File: config.mk
export PLATFORM = sky130hd
export DESIGN_NAME = multicycle_control_flat
export DESIGN_NICKNAME = d
export VERILOG_FILES = /design/src/rtl/multicycle_control_if.sv /design/src/rtl/multicycle_control.sv /design/src/flat_wrapper.sv
export SDC_FILE = /design/constraint.sdc
export NUM_CORES = 1
export LEC_CHECK = 0
export ABC_AREA = 1
export CORE_ASPECT_RATIO = 0.5
export CORE_MARGIN = 3
export CORE_UTILIZATION = 49
export CTS_CLUSTER_SIZE = 8
export DETAILED_ROUTE_END_ITERATION = 8
export PLACE_DENSITY_LB_ADDON = 0.25
export SYNTH_ARGS = -nofsm -noshare
export SYNTH_HDL_FRONTEND = slang
export SYNTH_SLANG_ARGS = --single-unit
File: constraint.sdc
create_clock -name clk -period 1.5 [get_ports clk]
set_input_delay 0.15 -clock clk [delete_from_list [all_inputs] [get_ports clk]]
set_output_delay 0.15 -clock clk [all_outputs]
set_load 0.01 [all_outputs]
File: src/rtl/multicycle_control_if.sv
// multicycle_control_if
//   Control bus between the multicycle control FSM and the datapath.
//   master : the control FSM (samples opcode/mem_ready, drives all controls)
//   slave  : the datapath side (drives opcode/mem_ready, samples controls)
//   Signals: opcode[3:0], mem_ready, pc_write, pc_write_cond, branch_ne,
//            i_or_d, mem_read, mem_write, ir_write, reg_write, mem_to_reg,
//            alu_src_a, alu_src_b[1:0], alu_op[1:0], pc_source[1:0],
//            state[3:0], retired[CNT_W-1:0], illegal.
interface multicycle_control_if #(
    parameter int unsigned CNT_W = 16
);
    logic [3:0]       opcode;
    logic             mem_ready;
    logic             pc_write;
    logic             pc_write_cond;
    logic             branch_ne;
    logic             i_or_d;
    logic             mem_read;
    logic             mem_write;
    logic             ir_write;
    logic             reg_write;
    logic             mem_to_reg;
    logic             alu_src_a;
    logic [1:0]       alu_src_b;
    logic [1:0]       alu_op;
    logic [1:0]       pc_source;
    logic [3:0]       state;
    logic [CNT_W-1:0] retired;
    logic             illegal;

    modport master (
        input  opcode, mem_ready,
        output pc_write, pc_write_cond, branch_ne, i_or_d, mem_read, mem_write,
               ir_write, reg_write, mem_to_reg, alu_src_a, alu_src_b, alu_op,
               pc_source, state, retired, illegal
    );

    modport slave (
        output opcode, mem_ready,
        input  pc_write, pc_write_cond, branch_ne, i_or_d, mem_read, mem_write,
               ir_write, reg_write, mem_to_reg, alu_src_a, alu_src_b, alu_op,
               pc_source, state, retired, illegal
    );
endinterface

File: src/rtl/multicycle_control.sv
// multicycle_control
//   Main multicycle control FSM of the 16-bit processor (feeds aluControl).
//   Sequences fetch/decode/execute/memory/writeback; controls are decoded
//   from the registered state, with FETCH write enables gated by mem_ready.
// Ports
//   clk    : system clock, rising edge
//   rst_n  : asynchronous reset, active low
//   bus    : multicycle_control_if.master (opcode/mem_ready in, controls,
//            debug state, retired counter and illegal flag out)
// Parameters
//   CNT_W  : width of the retired-instruction counter
// Build option
//   CTRL_ILLEGAL_TRAP_EN : illegal opcodes go to TRAP and set sticky illegal;
//                          otherwise they retire as a NOP.
module multicycle_control #(
    parameter int unsigned CNT_W = 16
) (
    input logic                 clk,
    input logic                 rst_n,
    multicycle_control_if.master bus
);
    typedef enum logic [3:0] {
        S_IDLE   = 4'd0,
        S_FETCH  = 4'd1,
        S_DECODE = 4'd2,
        S_MEMADR = 4'd3,
        S_MEMRD  = 4'd4,
        S_MEMWB  = 4'd5,
        S_MEMWR  = 4'd6,
        S_RTEXE  = 4'd7,
        S_RTWB   = 4'd8,
        S_IMMEXE = 4'd9,
        S_IMMWB  = 4'd10,
        S_BRANCH = 4'd11,
        S_JUMP   = 4'd12,
        S_HALT   = 4'd13,
        S_TRAP   = 4'd14
    } state_t;

    state_t           state_q, state_d;
    logic [3:0]       op_q, op_d;
    logic [CNT_W-1:0] retired_q, retired_d;
    logic             retire;
`ifdef CTRL_ILLEGAL_TRAP_EN
    logic             illegal_q;
    logic             trap_set;
`endif

    always_ff @(posedge clk or negedge rst_n) begin
        if (!rst_n) begin
            state_q   <= S_IDLE;
            op_q      <= '0;
            retired_q <= '0;
        end else begin
            state_q   <= state_d;
            op_q      <= op_d;
            retired_q <= retired_d;
        end
    end

`ifdef CTRL_ILLEGAL_TRAP_EN
    always_ff @(posedge clk or negedge rst_n) begin
        if (!rst_n)        illegal_q <= 1'b0;
        else if (trap_set) illegal_q <= 1'b1;
    end
    assign bus.illegal = illegal_q;
`else
    assign bus.illegal = 1'b0;
`endif

    assign bus.state   = state_q;
    assign bus.retired = retired_q;
    assign retired_d   = retire ? retired_q + CNT_W'(1) : retired_q;

    always_comb begin
        state_d           = state_q;
        op_d              = op_q;
        retire            = 1'b0;
`ifdef CTRL_ILLEGAL_TRAP_EN
        trap_set          = 1'b0;
`endif
        bus.pc_write      = 1'b0;
        bus.pc_write_cond = 1'b0;
        bus.branch_ne     = 1'b0;
        bus.i_or_d        = 1'b0;
        bus.mem_read      = 1'b0;
        bus.mem_write     = 1'b0;
        bus.ir_write      = 1'b0;
        bus.reg_write     = 1'b0;
        bus.mem_to_reg    = 1'b0;
        bus.alu_src_a     = 1'b0;
        bus.alu_src_b     = 2'd0;
        bus.alu_op        = 2'd0;
        bus.pc_source     = 2'd0;

        case (state_q)
            S_IDLE: state_d = S_FETCH;
            S_FETCH: begin
                bus.mem_read  = 1'b1;
                bus.alu_src_b = 2'd1;
                // IR/PC load only on the ready cycle so a stalled fetch
                // cannot increment the PC twice.
                bus.ir_write  = bus.mem_ready;
                bus.pc_write  = bus.mem_ready;
                if (bus.mem_ready) state_d = S_DECODE;
            end
            S_DECODE: begin
                bus.alu_src_b = 2'd3;
                op_d          = bus.opcode;
                case (bus.opcode)
                    4'd0:       state_d = S_RTEXE;
                    4'd1, 4'd6: state_d = S_IMMEXE;
                    4'd2, 4'd3: state_d = S_MEMADR;
                    4'd4, 4'd5: state_d = S_BRANCH;
                    4'd7:       state_d = S_JUMP;
                    4'd15: begin
                        state_d = S_HALT;
                        retire  = 1'b1;
                    end
                    default: begin
`ifdef CTRL_ILLEGAL_TRAP_EN
                        state_d  = S_TRAP;
                        trap_set = 1'b1;
`else
                        state_d  = S_FETCH;
                        retire   = 1'b1;
`endif
                    end
                endcase
            end
            S_MEMADR: begin
                bus.alu_src_a = 1'b1;
                bus.alu_src_b = 2'd2;
                state_d       = (op_q == 4'd3) ? S_MEMWR : S_MEMRD;
            end
            S_MEMRD: begin
                bus.i_or_d   = 1'b1;
                bus.mem_read = 1'b1;
                if (bus.mem_ready) state_d = S_MEMWB;
            end
            S_MEMWB: begin
                bus.reg_write  = 1'b1;
                bus.mem_to_reg = 1'b1;
                retire         = 1'b1;
                state_d        = S_FETCH;
            end
            S_MEMWR: begin
                bus.i_or_d    = 1'b1;
                bus.mem_write = 1'b1;
                if (bus.mem_ready) begin
                    retire  = 1'b1;
                    state_d = S_FETCH;
                end
            end
            S_RTEXE: begin
                bus.alu_src_a = 1'b1;
                bus.alu_op    = 2'd2;
                state_d       = S_RTWB;
            end
            S_IMMEXE: begin
                bus.alu_src_a = 1'b1;
                bus.alu_src_b = 2'd2;
                bus.alu_op    = (op_q == 4'd6) ? 2'd3 : 2'd0;
                state_d       = S_IMMWB;
            end
            S_RTWB, S_IMMWB: begin
                bus.reg_write = 1'b1;
                retire        = 1'b1;
                state_d       = S_FETCH;
            end
            S_BRANCH: begin
                bus.alu_src_a     = 1'b1;
                bus.alu_op        = 2'd1;
                bus.pc_write_cond = 1'b1;
                bus.pc_source     = 2'd1;
                bus.branch_ne     = (op_q == 4'd5);
                retire            = 1'b1;
                state_d           = S_FETCH;
            end
            S_JUMP: begin
                bus.pc_write  = 1'b1;
                bus.pc_source = 2'd2;
                retire        = 1'b1;
                state_d       = S_FETCH;
            end
            S_HALT: state_d = S_HALT;
`ifdef CTRL_ILLEGAL_TRAP_EN
            S_TRAP: state_d = S_TRAP;
`endif
            default: state_d = S_IDLE;
        endcase
    end
endmodule
File: src/flat_wrapper.sv
// flat-port wrapper written by rule: the top's interface ports become plain ports
module multicycle_control_flat 
#(
    parameter int unsigned CNT_W = 16
)
  (clk, rst_n, bus_opcode, bus_mem_ready, bus_pc_write, bus_pc_write_cond, bus_branch_ne, bus_i_or_d, bus_mem_read, bus_mem_write, bus_ir_write, bus_reg_write, bus_mem_to_reg, bus_alu_src_a, bus_alu_src_b, bus_alu_op, bus_pc_source, bus_state, bus_retired, bus_illegal);
  multicycle_control_if #(.CNT_W(CNT_W)) bus_i ();
  input logic clk;
  input logic rst_n;
  input wire logic [$bits(bus_i.opcode)-1:0] bus_opcode;
  input wire logic [$bits(bus_i.mem_ready)-1:0] bus_mem_ready;
  output wire logic [$bits(bus_i.pc_write)-1:0] bus_pc_write;
  output wire logic [$bits(bus_i.pc_write_cond)-1:0] bus_pc_write_cond;
  output wire logic [$bits(bus_i.branch_ne)-1:0] bus_branch_ne;
  output wire logic [$bits(bus_i.i_or_d)-1:0] bus_i_or_d;
  output wire logic [$bits(bus_i.mem_read)-1:0] bus_mem_read;
  output wire logic [$bits(bus_i.mem_write)-1:0] bus_mem_write;
  output wire logic [$bits(bus_i.ir_write)-1:0] bus_ir_write;
  output wire logic [$bits(bus_i.reg_write)-1:0] bus_reg_write;
  output wire logic [$bits(bus_i.mem_to_reg)-1:0] bus_mem_to_reg;
  output wire logic [$bits(bus_i.alu_src_a)-1:0] bus_alu_src_a;
  output wire logic [$bits(bus_i.alu_src_b)-1:0] bus_alu_src_b;
  output wire logic [$bits(bus_i.alu_op)-1:0] bus_alu_op;
  output wire logic [$bits(bus_i.pc_source)-1:0] bus_pc_source;
  output wire logic [$bits(bus_i.state)-1:0] bus_state;
  output wire logic [$bits(bus_i.retired)-1:0] bus_retired;
  output wire logic [$bits(bus_i.illegal)-1:0] bus_illegal;
  assign bus_i.opcode = bus_opcode;
  assign bus_i.mem_ready = bus_mem_ready;
  assign bus_pc_write = bus_i.pc_write;
  assign bus_pc_write_cond = bus_i.pc_write_cond;
  assign bus_branch_ne = bus_i.branch_ne;
  assign bus_i_or_d = bus_i.i_or_d;
  assign bus_mem_read = bus_i.mem_read;
  assign bus_mem_write = bus_i.mem_write;
  assign bus_ir_write = bus_i.ir_write;
  assign bus_reg_write = bus_i.reg_write;
  assign bus_mem_to_reg = bus_i.mem_to_reg;
  assign bus_alu_src_a = bus_i.alu_src_a;
  assign bus_alu_src_b = bus_i.alu_src_b;
  assign bus_alu_op = bus_i.alu_op;
  assign bus_pc_source = bus_i.pc_source;
  assign bus_state = bus_i.state;
  assign bus_retired = bus_i.retired;
  assign bus_illegal = bus_i.illegal;
  multicycle_control #(.CNT_W(CNT_W)) u_core (.clk(clk), .rst_n(rst_n), .bus(bus_i));
endmodule
==> impl_metrics.csv, run 1 <==
group,metric,value,unit
run_status,outcome,"finished, violations left",
run_status,violations,"setup timing",
critical_path,crit_buf_inv,2,
die,ioPinCount,44,
die,core,3170,um^2
critical_path,cp.arrival,1.68,ns
hold_path,hold_class,"primary input to async pin",
clock_tree,cts-root-buf,"clkbuf_8",
yosys,synth-seq-area-share,0.350,
clock_tree,tritoncts,"yes",
yosys,syn_nets,268,
global_routing,grt_pass1_wl,11.5,mm
sta,finalMaxSlewViolations,0,
die,die_h,47.9,um
route,wl_per_cell,22.0,um
power,power.density,1750,nW/um^2
route,antenna_left,0,
route,drc_errors,0,
route,viasPerCell,6.46,
critical_path,timing.rr.end,"u_core.bus.retired[0]$_DFFE_PN0P_",
critical_path,slowest_stage,"dfrtp_1",
sta,setup_ws,-0.331,ns
die,die_area,4290,um^2
yosys,syn_area_per_cell,6.60,um^2
critical_path,path_max_fanout,5,
yosys,synth-seq-cells,24,
die,dieWidth,89.7,um
final_layout,final_common_cell,"nand2_1",
route,vias,2592,
yosys,synthCells,260,
final_layout,antenna_cells,0,
clock_tree,cts_buffers,3,
global_routing,grt_usage,0.351,
final_layout,nets,362,
final_layout,fill_cells,114,
route,wl,8.82,mm
final_layout,syn2layout_area_growth,70.0,%
power,vdd_drop_max,1520,uV
global_routing,antenna_found_initial,0,
placed_design,dp_slack,-0.257,ns
yosys,synth.distinct_cells,24,
sta,rsz0062_at_grt,"true",
clock_tree,ctsHoldBuffers,0,
critical_path,slowest_delay,0.45,ns
yosys,netlist_area,1720,um^2
route,firstDrtPassIters,5,
clock_tree,htree_levels,1,
global_routing,grt_start_max_net_pins,25,
clock_tree,path_clk_slew,0.11,ns
critical_path,start_kind,"flop",
critical_path,cp-endpoint,"bus_pc_write",
die,row_count,14,
critical_path,end_kind,"primary output",
critical_path,cp_num_cells,5,
global_routing,overflow,0,
clock_tree,clock-sinks,24,
final_layout,multiInputGateArea,1170,um^2
critical_path,critical_path_class,"flop to primary output",
job,cap_violations,0,
placed_design,place.gp.congestion,0.867,
final_layout,drive_gt1_frac,0.402,
sta,fmax,546,MHz
yosys,yosys_warnings,0,
sta,setup_viol,40,
sta,fin_skew,0.0132,ns
sta,finalHoldViolations,0,
placed_design,port_buffers,42,
placed_design,hpwlAfterDp,3.77,mm
final_layout,seqCellArea,614,um^2
power,p_leak,1.55,nW
sta,period_share,1.22,
clock_tree,ctsLongestPathBuffers,2,
critical_path,crit_required,1.35,ns
route,drtIter0Drc,423,
final_layout,final_cell_mix,"76 x nand2_1, 34 x buf_4, 24 x nor2_1, 21 x nand4_1",
clock_tree,clk-insertion-delay-late,0.29,ns
die,start_util,0.541,
critical_path,startpoint,"u_core.bus.state[3]$_DFFE_PN0P_",
global_routing,grt_pass1_vias,2359,
critical_path,ff2ff_path_depth,10,
critical_path,rrSetupSlack,-0.29,ns
sta,holdWs,0.212,ns
final_layout,post-route-util,0.920,
critical_path,reg2reg_from,"u_core.bus.state[0]$_DFFE_PN0P_",
sta,post-route-min-period,1.83,ns
critical_path,cp_cell_sequence,"buf_4 > nor2_4 > nand2_2 > o21ai_0 > buf_2",
critical_path,crit_family,"flip-flops",
==> power by group <==
group          total [mW]  internal [mW]  switching, mW
Combinational        3.46           1.50           1.96
Clock               0.622          0.358          0.264
Sequential           1.03          0.809          0.221
==> cells in the mapped netlist <==
cell      number  area [um^2]
nand2_4        1         11.3
xnor2_1        4         35.0
nor4_1         1         6.26
xor2_1         3         26.3
ha_1           1         12.5
buf_8          1         15.0
dfrtp_1       24          601
nor3b_1        1         7.51
o21ai_0       14         70.1
nand4_1       21          131
inv_2          3         11.3
nor2_1        29          109
nand3_1       14         70.1
a21oi_1        1         5.00
nand2_2        5         31.3
nand3_4        1         17.5
nor2_8         1         20.0
nand3b_1       1         7.51
inv_1         27          101
nor2_2         4         25.0
buf_2          1         5.00
buf_4          4         30.0
nand2_1       97          364
conb_1         1         3.75
==> cell families (layout without fill, tap and decap cells) <==
kind of cell	Yosys count	after routing	synth area share
AND/OR/NAND/NOR	176	177	0.466
buffers and inverters	36	128	0.0947
flip-flops	24	24	0.350
AO/OA/AOI/OAI	15	15	0.0437
XOR/XNOR	7	7	0.0357
adder cells (fa/ha/maj)	1	1	0.00729
other	1	1	0.00218
==> metrics by stage <==
stage / power [mW] / cells / cell area [um^2] / TNS (ns)
finish: 5.11 / 401 / 2920 / -6.77
global route: 5.28 / 401 / 2920 / -8.06
CTS: 4.35 / 398 / 2770 / -1.63
detailed placement: 3.27 / 382 / 2440 / -2.64
global placement: 3.21 / 382 / 2440 / -1.73
floorplan: 2.07 / 260 / 1720 / 0
==> per-layer routing <==
metal / GRT usage / vias to the layer above / wire (um) / share of wire
met5: 0 / - / 0 / 0
met4: 0.241 / 0 / 839 / 0.095
met3: 0.115 / 116 / 1360 / 0.15
met2: 0.629 / 319 / 3710 / 0.42
met1: 0.382 / 1136 / 2910 / 0.33
li1: - / 1021 / - / -
==> registers in the layout, summed over array words and instances, names as in the netlist <==
name                count
u_core.bus.retired     16
u_core.bus.state        4
u_core.op_q             4
==> area by class of cell <==
type | instances | share of cell area
Inverter | 30 | 0.0446
Clock buffer | 3 | 0.0142
Timing Repair Buffer | 94 | 0.298
Tap cell | 48 | 0.0206
Clock inverter | 1 | 0.0103
Sequential cell | 24 | 0.211
Multi-Input combinational cell | 201 | 0.402
==> timing repair <==
| item | CTS | global route |
|---|---|---|
| resized for setup | 128 | 46 |
| cloned | 2 | 0 |
| setup buffers | 10 | 3 |
| setup endpoints to repair | 36 | 50 |
| pin swaps | 16 | 14 |
==> worst min path at each step <==
stage / startpoint / endpoint / slack (ns)
2_1_floorplan: rst_n / u_core.bus.retired[0]$_DFFE_PN0P_ / -0.15
4_1_cts: rst_n / u_core.bus.retired[6]$_DFFE_PN0P_ / 0.24
6_report: rst_n / u_core.bus.retired[1]$_DFFE_PN0P_ / 0.21
3_5_place_dp: u_core.op_q[0]$_DFFE_PN0P_ / u_core.op_q[0]$_DFFE_PN0P_ / 0.52
5_1_grt: rst_n / u_core.bus.retired[2]$_DFFE_PN0P_ / 0.25
3_3_place_gp: u_core.op_q[2]$_DFFE_PN0P_ / u_core.op_q[2]$_DFFE_PN0P_ / 0.49
(Power assumes the default switching activity.)
==> run 2: changes to the inputs <==
--- a/config.mk
+++ b/config.mk
@@ -8,9 +8,10 @@
 export ABC_AREA = 1
 export CORE_ASPECT_RATIO = 0.5
 export CORE_MARGIN = 3
-export CORE_UTILIZATION = 49
+export CORE_UTILIZATION = 63
 export CTS_CLUSTER_SIZE = 8
 export DETAILED_ROUTE_END_ITERATION = 8
+export DONT_BUFFER_PORTS = 1
 export PLACE_DENSITY_LB_ADDON = 0.25
 export SYNTH_ARGS = -nofsm -noshare
 export SYNTH_HDL_FRONTEND = slang
==> impl_metrics.csv, run 2 <==
group,metric,value,unit
run_status,outcome,"stopped before the end",
clock_tree,cts-root-buf,"clkbuf_8",
die,row_count,12,
yosys,yosysMostFrequentCell,"nand2_1",
run_status,error_message,"[ERROR GRT-0232] Routing congestion too high. Check the congestion heatmap in the GUI.",
yosys,synth.distinct_cells,24,
placed_design,dpl.cell_count,312,
yosys,synth-seq-cells,24,
clock_tree,htree_levels,1,
yosys,synth_top_cell_by_area,"dfrtp_1",
global_routing,overflow,1,
global_routing,grt_usage,0.630,
global_routing,antenna_found_initial,2,
die,start_util,0.715,
yosys,ys.flop_type,"dfrtp_1",
sta,grt-worst-endpoint,"bus_alu_op[0]",
yosys,synthTopCellsByArea,"dfrtp_1 35%, nand2_1 21%, nand4_1 7.7%",
run_status,stop_stage,"global routing",
die,ioPinCount,44,
die,die_h,42.9,um
yosys,synth-seq-area-share,0.350,
yosys,syn_area_per_cell,6.60,um^2
yosys,synthCells,260,
yosys,netlist.area_leader.share,0.350,
yosys,syn_nets,268,
sta,worstEpCategory,"primary output",
yosys,synth_common_cells,"97 x nand2_1, 29 x nor2_1, 27 x inv_1, 24 x dfrtp_1, 21 x nand4_1",
placed_design,hpwlAfterDp,3.25,mm
yosys,synth_edf_count,0,
yosys,yosys_warnings,0,
placed_design,place.gp.congestion,0.952,
placed_design,port_buffers,0,
yosys,synthArstFlopShare,1.00,
clock_tree,clock-sinks,24,
clock_tree,ctsLongestPathBuffers,2,
placed_design,dp_slack,0.0417,ns
global_routing,grt_start_max_net_pins,25,
die,dieWidth,79.8,um
yosys,netlist_area,1720,um^2
clock_tree,cts_buffers,3,
-- run 2: cell counts after synthesis --
Identical to the previous run, type by type.
-- run 2: repair_timing --
action	CTS
hold endpoints to repair	24
gates resized for setup	26
setup endpoints to repair	7
hold buffers	1
buffers inserted	9
pin swaps	5
-- run 2: stage by stage --
stage	hold slack, ns	area [um^2]	TNS [ns]	util
global placement	-0.145	1880	0	0.784
floorplan	-0.146	1720	0	-
CTS	0.0469	2110	-0.156	0.879
detailed placement	-0.145	1880	0	0.784
-- run 2: metal layers --
metal | GRT usage | GRT overflow
met5 | 0.0500 | 0
met4 | 0.532 | 1
met3 | 0.585 | 0
met2 | 0.784 | 0
met1 | 0.619 | 0
-- run 2: kinds of logic after synthesis --
kind of cell | after synthesis | synth area share
xor gates and xnor gates | 7 | 0.0357
DFF | 24 | 0.350
and+or+nand+nor | 176 | 0.466
adders and majority gates | 1 | 0.00729
buffers and inverters | 36 | 0.0947
other | 1 | 0.00218
AOI/OAI and AO/OA | 15 | 0.0437
==> run 3: changes to the inputs <==
--- a/config.mk
+++ b/config.mk
@@ -6,13 +6,11 @@
 export NUM_CORES = 1
 export LEC_CHECK = 0
 export ABC_AREA = 1
-export CORE_ASPECT_RATIO = 0.5
 export CORE_MARGIN = 3
-export CORE_UTILIZATION = 63
-export CTS_CLUSTER_SIZE = 8
+export CORE_UTILIZATION = 40
 export DETAILED_ROUTE_END_ITERATION = 8
 export DONT_BUFFER_PORTS = 1
-export PLACE_DENSITY_LB_ADDON = 0.25
+export PLACE_DENSITY_LB_ADDON = 0.15
 export SYNTH_ARGS = -nofsm -noshare
 export SYNTH_HDL_FRONTEND = slang
 export SYNTH_SLANG_ARGS = --single-unit
==> impl_metrics.csv, run 3 (synthesis gave the netlist of run 1 again) <==
group,metric,value,unit
placed_design,placed_area,1970,um^2
route,viasPerCell,5.21,
critical_path,start_kind,"flop",
global_routing,grt_pass1_wl,7.98,mm
global_routing,antenna_found_initial,0,
final_layout,syn2layout_area_growth,31.4,%
route,vias,1812,
die,core,4060,um^2
route,firstDrtPassIters,4,
power,power.switching,1.61,mW
critical_path,critical_path_class,"flop to primary output",
route,antenna_left,0,
route,wl,4.78,mm
final_layout,antenna_cells,0,
power,power.density,1520,nW/um^2
power,internal-power,1.81,mW
power,swShare,0.470,
route,drtIter0Drc,116,
final_layout,final_area,2260,um^2
critical_path,cp.arrival,1.43,ns
critical_path,path_max_fanout,5,
clock_tree,ctsLongestPathBuffers,2,
critical_path,ff2ff_path_depth,9,
clock_tree,clock-sinks,24,
clock_tree,cts_buffers,3,
sta,rsz0062_at_grt,"true",
final_layout,post-route-util,0.556,
sta,post-route-min-period,1.58,ns
die,die_area,5110,um^2
critical_path,crit_required,1.35,ns
die,row_count,23,
clock_tree,tritoncts,"yes",
clock_tree,cts-root-buf,"clkbuf_8",
power,clkPwrFrac,0.110,
job,cap_violations,0,
hold_path,whs_path_depth,2,
sta,fin_skew,0.00421,ns
route,drc_errors,0,
clock_tree,htree_levels,1,
final_layout,fill_cells,394,
global_routing,overflow,0,
clock_tree,clk-insertion-delay-late,0.26,ns
sta,fmax,634,MHz
die,ioPinCount,44,
sta,finalMaxSlewViolations,0,
power,p_leak,1.23,nW
sta,finalHoldViolations,0,
final_layout,drive_gt1_frac,0.292,
global_routing,grt_start_max_net_pins,25,
final_layout,largest_reg_flops,16,
placed_design,dp_slack,0.0323,ns
final_layout,final_common_cell,"nand2_1",
hold_path,hold_class,"primary input to flop",
placed_design,hpwlAfterDp,3.41,mm
final_layout,final_cell_mix,"84 x nand2_1, 31 x buf_4, 26 x nor2_1, 23 x inv_1, 21 x nand4_1",
global_routing,grt_usage,0.192,
die,dieWidth,71.5,um
route,wl_per_cell,13.7,um
placed_design,dpl.cell_count,333,
power,vdd_drop_max,650,uV
global_routing,grt_pass1_vias,1675,
die,start_util,0.423,
die,die_h,71.5,um
final_layout,nets,308,
clock_tree,path_clk_slew,0.08,ns
power,pwr-share-seq,0.295,
final_layout,layout.cells.non_filler,348,
sta,setup_viol,5,
placed_design,place.gp.congestion,0.845,
placed_design,port_buffers,0,
sta,setup_ws,-0.0765,ns
power,power_frac_comb,0.596,
run_status,violations,"setup timing",
sta,period_share,1.05,
critical_path,end_kind,"primary output",
run_status,outcome,"finished, violations left",
==> run 3: path summary, 6_finish.rpt <==
kind,slack (ns),endpoint,from
worst max-delay path,-0.08,bus_alu_op[1],u_core.bus.state[0]$_DFFE_PN0P_
worst min-delay path,0.06,u_core.op_q[1]$_DFFE_PN0P_,bus_opcode[1]
worst max register to register,0.01,u_core.bus.retired[11]$_DFFE_PN0P_,u_core.bus.state[1]$_DFFE_PN0P_
worst min register to register,0.52,u_core.op_q[2]$_DFFE_PN0P_,u_core.op_q[2]$_DFFE_PN0P_
max in group asynchronous,1.02,u_core.bus.state[0]$_DFFE_PN0P_,rst_n
min in group asynchronous,0.32,u_core.bus.state[3]$_DFFE_PN0P_,rst_n
==> run 3: worst max-delay path, cell delays in order, from the launching register on <==
cell	delay, ns
dfrtp_2	0.44
inv_2	0.08
nor2_4	0.18
nand2_2	0.09
inv_2	0.07
nand4_1	0.16
o21ai_2	0.14
==> run 3: routing by layer <==
| metal | routed length [um] | GRT usage | vias to the layer above | part of all wire |
|---|---|---|---|---|
| met4 | 18 | 0.0230 | 0 | 0.0038 |
| li1 | - | - | 916 | - |
| met1 | 2300 | 0.278 | 844 | 0.48 |
| met5 | 0 | 0 | - | 0 |
| met2 | 2140 | 0.297 | 50 | 0.45 |
| met3 | 322 | 0.0491 | 2 | 0.067 |
==> run 3: stage by stage <==
stage / hold WS [ns] / TNS (ns) / power (mW)
floorplan: -0.146 / 0 / 2.07
global placement: -0.145 / 0 / 2.55
detailed placement: -0.145 / 0 / 2.56
CTS: 0.0608 / -0.0451 / 3.08
global route: 0.0843 / -1.86 / 3.69
finish: 0.0610 / -0.194 / 3.42
==> run 3: power by group through the flow <==
| stage | sequential [mW] | combinational, mW | clock, mW |
|---|---|---|---|
| 2_1_floorplan | 1.02 | 1.06 | 0 |
| 3_3_place_gp | 0.978 | 1.57 | 0 |
| 3_5_place_dp | 0.984 | 1.58 | 0 |
| 4_1_cts | 0.996 | 1.69 | 0.394 |
| 5_1_grt | 1.03 | 2.24 | 0.415 |
| 6_report | 1.01 | 2.04 | 0.376 |
==> run 3: area by class of cell <==
cell class,count,area (um^2),share of cell area
timing repair buffer,40,368,0.163
clock buffer,3,41.3,0.0183
tap,50,62.6,0.0277
sequential,24,606,0.268
inverter,30,115,0.0510
multi-input combinational,201,1060,0.471
==> run 3: repair_timing <==
item	CTS	global route
hold endpoints to repair	24	0
hold buffers	2	0
pin swaps	0	8
gates cloned	0	1
setup buffers	3	6
gates resized for setup	17	29
endpoints found under the setup margin	10	30
